==> src/rtl/cte_pkg.sv <==
// rtl/cte_pkg.sv - shared types and constants for the CTE job arbiter
package cte_pkg;

    typedef enum logic [2:0] {
        ST_IDLE,
        ST_GRANT,
        ST_FEED,
        ST_DRAIN,
        ST_DONE
    } cte_state_e;

    localparam logic MODE_YUV2RGB = 1'b0;
    localparam logic MODE_RGB2YUV = 1'b1;

    localparam int CTE_LEN_W   = 10;
    localparam int CTE_TIMEOUT = 64;

endpackage

==> src/rtl/cte_rr_arbiter.sv <==
// rtl/cte_rr_arbiter.sv - two-way round-robin pick with a last-winner register
module cte_rr_arbiter (
    input  logic clk,
    input  logic reset,
    input  logic req0,
    input  logic req1,
    input  logic take,
    output logic grant_valid,
    output logic grant_port
);

    logic rr_last;

    assign grant_valid = req0 | req1;
    // On a tie the port that did not win last time goes next.
    assign grant_port  = (req0 && req1) ? ~rr_last : req1;

    always_ff @(posedge clk) begin
        if (!reset) begin
            rr_last <= 1'b1;
        end else if (take) begin
            rr_last <= grant_port;
        end
    end

endmodule

==> src/rtl/cte_job_arbiter.sv <==
// rtl/cte_job_arbiter.sv - shares one colour-transform engine between two job ports
module cte_job_arbiter
    import cte_pkg::*;
#(
    parameter int LEN_W   = CTE_LEN_W,
    parameter int TIMEOUT = CTE_TIMEOUT
) (
    input  logic             clk,
    input  logic             reset,
    input  logic             req0,
    input  logic [LEN_W-1:0] len0,
    output logic             ack0,
    input  logic             s0_valid,
    input  logic [7:0]       s0_data,
    output logic             s0_ready,
    output logic             done0,
    input  logic             req1,
    input  logic [LEN_W-1:0] len1,
    output logic             ack1,
    input  logic             s1_valid,
    input  logic [23:0]      s1_data,
    output logic             s1_ready,
    output logic             done1,
    output logic             err,
    output logic             cte_op_mode,
    output logic             cte_in_en,
    output logic [7:0]       cte_yuv_in,
    output logic [23:0]      cte_rgb_in,
    input  logic             cte_busy,
    input  logic             cte_out_valid
);

    localparam int CW = LEN_W + 1;
    localparam int TW = $clog2(TIMEOUT) + 1;

    cte_state_e       state, state_next;
    logic             port_q;
    logic [LEN_W-1:0] len_q;
    logic [CW-1:0]    in_cnt, out_cnt, exp_cnt;
    logic [TW-1:0]    idle_cnt;

    logic             grant_valid, grant_port, take;
    logic [LEN_W-1:0] grant_len;
    logic             grant_bad, grant_zero;
    logic             ready_any, feed_valid, beat, in_last, out_full, timeout_hit;

    cte_rr_arbiter u_rr (
        .clk         (clk),
        .reset       (reset),
        .req0        (req0),
        .req1        (req1),
        .take        (take),
        .grant_valid (grant_valid),
        .grant_port  (grant_port)
    );

    assign grant_len  = grant_port ? len1 : len0;
    assign grant_zero = (grant_len == '0);
    // YUV 4:2:2 needs whole U,Y,V,Y groups; RGB->YUV needs pixel pairs.
    assign grant_bad  = grant_port ? grant_len[0] : (grant_len[1:0] != 2'b00);

    assign exp_cnt     = port_q ? {len_q, 1'b0} : {2'b00, len_q[LEN_W-1:1]};
    assign out_full    = (out_cnt == exp_cnt);
    assign feed_valid  = port_q ? s1_valid : s0_valid;
    assign ready_any   = reset && (state == ST_FEED) && !cte_busy;
    assign beat        = ready_any && feed_valid;
    assign in_last     = ((in_cnt + CW'(1)) == {1'b0, len_q});
    assign timeout_hit = (idle_cnt == TW'(TIMEOUT - 1)) && !cte_out_valid;

    assign s0_ready   = ready_any && !port_q;
    assign s1_ready   = ready_any && port_q;
    assign cte_in_en  = beat;
    assign cte_yuv_in = (beat && !port_q) ? s0_data : 8'h00;
    assign cte_rgb_in = (beat && port_q) ? s1_data : 24'h000000;

    always_ff @(posedge clk) begin
        if (!reset) begin
            state <= ST_IDLE;
        end else begin
            state <= state_next;
        end
    end

    always_comb begin
        state_next = state;
        take       = 1'b0;
        ack0       = 1'b0;
        ack1       = 1'b0;
        done0      = 1'b0;
        done1      = 1'b0;
        err        = 1'b0;
        case (state)
            ST_IDLE: begin
                if (grant_valid) begin
                    take = 1'b1;
                    ack0 = !grant_port;
                    ack1 = grant_port;
                    if (grant_bad) begin
                        err = 1'b1;
                    end else if (grant_zero) begin
                        state_next = ST_DONE;
                    end else begin
                        state_next = ST_GRANT;
                    end
                end
            end
            ST_GRANT: state_next = ST_FEED;
            ST_FEED: begin
                if (beat && in_last) begin
                    state_next = ST_DRAIN;
                end
            end
            ST_DRAIN: begin
                if (out_full) begin
                    state_next = ST_DONE;
                end else if (timeout_hit) begin
                    err        = 1'b1;
                    state_next = ST_IDLE;
                end
            end
            ST_DONE: begin
                done0      = !port_q;
                done1      = port_q;
                state_next = ST_IDLE;
            end
            default: state_next = ST_IDLE;
        endcase
        if (!reset) begin
            state_next = ST_IDLE;
            take       = 1'b0;
            ack0       = 1'b0;
            ack1       = 1'b0;
            done0      = 1'b0;
            done1      = 1'b0;
            err        = 1'b0;
        end
    end

    always_ff @(posedge clk) begin
        if (!reset) begin
            port_q      <= 1'b0;
            len_q       <= '0;
            in_cnt      <= '0;
            out_cnt     <= '0;
            idle_cnt    <= '0;
            cte_op_mode <= MODE_YUV2RGB;
        end else begin
            if (state == ST_IDLE && grant_valid) begin
                port_q  <= grant_port;
                len_q   <= grant_len;
                in_cnt  <= '0;
                out_cnt <= '0;
            end
            // Loaded on entry to GRANT so the engine sees a stable mode for a full cycle.
            if (state == ST_IDLE && state_next == ST_GRANT) begin
                cte_op_mode <= grant_port ? MODE_RGB2YUV : MODE_YUV2RGB;
            end
            if (beat) begin
                in_cnt <= in_cnt + CW'(1);
            end
            if ((state == ST_FEED || state == ST_DRAIN) && cte_out_valid && !out_full) begin
                out_cnt <= out_cnt + CW'(1);
            end
            if (state != ST_DRAIN || cte_out_valid) begin
                idle_cnt <= '0;
            end else begin
                idle_cnt <= idle_cnt + TW'(1);
            end
        end
    end

endmodule

==> config.mk <==
export PLATFORM = sky130hd
export DESIGN_NAME = cte_job_arbiter
export DESIGN_NICKNAME = d
export VERILOG_FILES = /design/src/rtl/cte_pkg.sv /design/src/rtl/cte_rr_arbiter.sv /design/src/rtl/cte_job_arbiter.sv
export SDC_FILE = /design/constraint.sdc
export NUM_CORES = 1
export LEC_CHECK = 0
export BUFFER_PORTS_ARGS = -buffer_cell sky130_fd_sc_hd__buf_2
export CORE_MARGIN = 3
export CORE_UTILIZATION = 40
export CTS_BUF_LIST = sky130_fd_sc_hd__clkbuf_16
export DETAILED_ROUTE_END_ITERATION = 12
export PLACE_DENSITY = 0.73
export SYNTH_ARGS = -nofsm -noshare
export SYNTH_HDL_FRONTEND = slang
export SYNTH_SLANG_ARGS = --single-unit
==> constraint.sdc <==
create_clock -name clk -period 2.2 [get_ports clk]
set_input_delay 0.11 -clock clk [delete_from_list [all_inputs] [get_ports clk]]
set_output_delay 0.11 -clock clk [all_outputs]
set_load 0.01 [all_outputs]
==> impl_metrics.py <==
metrics = {
    "synth": {
        "synth-seq-cells": 45,
        "syn_area_um2": 3010,
        "avgSynthCellArea_um2": 7.82,
        "yosys.area.top_type_share_pct": 29.9,
        "ys_seq_area_share_pct": 29.9,
        "syn-num-nets": 448,
        "synthCells": 385,
        "synthTopCellsByArea": "dfxtp_1, and2_1, mux2i_1, xnor2_1, nand2_1",
        "async_flop_share_pct": 0,
        "post-synth-top-area-cell": "dfxtp_1",
        "synth-main-ff-cell": "dfxtp_1",
        "synth.distinct_cells": 55,
        "synth-warning-count": 0,
        "synth_edf_count": 0,
    },
    "sta": {
        "maxSlewHeadroom_pct": 67.5,
        "worst_slack_ps": -15.3,
        "hold_violations": 0,
        "finalSetupTns_ps": -15.3,
        "worst_pin_slew_ps": 483,
        "skew_ps": 6.02,
        "final-setup-viol-count": 1,
        "hold_slack_ps": 152,
        "final.min_clock_period_ps": 2220,
        "post-route-period-util_pct": 101,
        "rsz0062_at_grt": "true",
        "drv_slew": 0,
        "fmax_mhz": 451,
    },
    "placed_design": {
        "dp_slack_ps": -17.3,
        "gp_congestion": 0.890,
        "placed_cells": 595,
        "port_buffers": 100,
        "post-dp-hpwl_um": 6830,
        "post_dp_cell_area_um2": 3810,
    },
    "pwr": {
        "seqPwrFrac_pct": 42.1,
        "power_mw": 2.10,
        "peakVddDrop_mv": 0.318,
        "power_frac_comb_pct": 22.9,
        "leakagePower_nw": 1.88,
        "sw_frac_of_total_pct": 28.3,
        "power_switching_mw": 0.594,
        "p_int_mw": 1.50,
        "power_density_nw_per_um2": 518,
        "clkPwrFrac_pct": 35.0,
    },
    "clock_tree": {
        "cts_tree": "yes",
        "cts_hold_buf": 0,
        "clock_path_buffers": 2,
        "clk_latency_ps": 280,
        "cts.sinks": 45,
        "ctsHtreeMaxLevel": 2,
        "cts_root_buf": "clkbuf_16",
        "cts_buffers": 5,
        "clk_pin_slew_ps": 70,
    },
    "floorplanning": {
        "num_rows": 30,
        "dieArea_um2": 8600,
        "die_x_um": 92.7,
        "core_area_um2": 7060,
        "dieHeight_um": 92.7,
        "boundaryPins": 101,
        "initial_core_util_pct": 42.6,
    },
    "setup_path": {
        "cp_slowest_cell": "dfxtp_4",
        "crit_path_end_kind": "output pin",
        "worst-path-buf-inv": 2,
        "worstPathMaxFanout": 6,
        "cpLargestDelayFamily": "simple AND/OR/NAND/NOR gates",
        "path_cells": "buf_6 > mux2i_1 > o22ai_1 > a221oi_1 > nand3_1 > or2_4 > a22oi_2 > nor3_2 > buf_2",
        "cp.required_ps": 2090,
        "crit_type": "reg2out",
        "cp-start-kind": "register",
        "arrival_ps": 2110,
        "cpPeakStageDelay_ps": 380,
    },
    "finish": {
        "mostFrequentLayoutCells": "buf_2, dfxtp_1, buf_4, nand2_1, nor2_1",
        "nets": 571,
        "fillerInstances": 698,
        "final_common_cell": "buf_2",
        "final_cells": 605,
        "fin_util_pct": 57.3,
        "drive_above_1_share_pct": 33.2,
        "num_antenna_cells": 0,
        "stdcell_area_um2": 4050,
        "area_growth_syn_to_layout_pct": 34.4,
    },
    "grt": {
        "overflow": 0,
        "grt_antenna_before_repair": 0,
        "globalRouteTotalUtil_pct": 20.0,
        "grt_pass1_wl_um": 14100,
        "grt_max_degree": 33,
        "grt_pass1_vias": 3056,
    },
    "route": {
        "drt-wirelength-per-cell_um": 14.6,
        "vias_per_cell": 5.32,
        "ant_nets": 0,
        "vias": 3217,
        "drtIter0Drc": 148,
        "drt-pass1-iter-count": 4,
        "route.detailed.drc": 0,
        "routed_wl_um": 8850,
    },
    "run": {
        "cap_viol_max_count": 0,
    },
    "run_status": {
        "status": "finished, violations left",
        "violations": "setup timing",
    },
    "min_path": {
        "min_path_type": "in2reg",
    },
}
worst paths after layout:
path                                        startpoint                   endpoint  slack (ps)  cells past startpoint
worst max-delay path               port_q$_SDFFE_PN0P_                        err         -20                      9
worst min-delay path                              req1  u_rr.rr_last$_SDFFE_PN1P_         150                      3
worst max register to register     port_q$_SDFFE_PN0P_        state[0]$_SDFF_PN0_          80                      9
worst min register to register  idle_cnt[0]$_SDFF_PP0_     idle_cnt[0]$_SDFF_PP0_         470                      1
power groups by stage:
stage	registers [mW]	logic [mW]	clock network [mW]
floorplan	0.892	0.244	0
global placement	0.894	0.433	0
detailed placement	0.896	0.439	0
CTS	0.878	0.459	0.749
global route	0.884	0.524	0.795
finish	0.882	0.480	0.734
worst reg2reg max path: stages (launching register included):
cell,delay [ps]
dfxtp_4,380
buf_6,120
mux2i_1,180
o22ai_1,100
a221oi_1,230
nand3_1,200
or2_4,280
buf_4,150
a31oi_1,210
o21ai_1,130
timing repair:
item / 4_1_cts / 5_1_grt
endpoints found under the setup margin: 3 / 19
pin swaps: 5 / 6
setup buffers: 2 / 0
endpoints found under the hold margin: 0 / 0
resized for setup: 8 / 16
layer usage:
metal / part of all wire (%) / vias to the layer above / global-route usage, % / wire length, um
met5: 0 / - / 0 / 0
met4: 1.3 / 0 / 5.13 / 114
met3: 5.3 / 12 / 3.98 / 470
met2: 50 / 98 / 35.5 / 4390
met1: 44 / 1485 / 24.7 / 3870
li1: - / 1622 / - / -
registers in the layout (all words and copies together) (netlist names):
register	cells
in_cnt	11
out_cnt	11
len_q	10
idle_cnt	7
state	3
cte_op_mode	1
port_q	1
u_rr.rr_last	1
final cells by class:
| type | instances | area [um2] | area share (%) |
|---|---|---|---|
| Multi-Input combinational cell | 306 | 2030 | 50.2 |
| Sequential cell | 45 | 907 | 22.4 |
| Timing Repair Buffer | 138 | 797 | 19.7 |
| Clock buffer | 5 | 125 | 3.09 |
| Tap cell | 96 | 120 | 2.97 |
| Inverter | 12 | 45.0 | 1.11 |
| Clock inverter | 3 | 18.8 | 0.464 |
logic make-up after synthesis:
kind of cell / after synthesis / synth area share [%]
and+or+nand+nor: 168 / 29.9
AOI/OAI and AO/OA: 92 / 21.2
DFF: 45 / 29.9
buffers and inverters: 34 / 4.57
xor gates and xnor gates: 27 / 7.86
muxes: 16 / 5.36
adders and majority gates: 3 / 1.25
Yosys cell counts (6+ instances only):
| library cell | number |
|---|---|
| nor2b_1 | 10 |
| o211a_1 | 10 |
| xnor2_1 | 15 |
| nand2_1 | 32 |
| and2_1 | 26 |
| dfxtp_1 | 45 |
| mux2i_1 | 15 |
| xor2_1 | 12 |
| nor3_1 | 8 |
| o21ai_0 | 23 |
| nor2_1 | 27 |
| a21oi_1 | 21 |
| clkbuf_1 | 17 |
| and3_1 | 17 |
| inv_1 | 11 |
| or3_1 | 7 |
| nor4_1 | 6 |
| nand3_1 | 22 |
No activity file was read; power rests on OpenSTA's default activity.
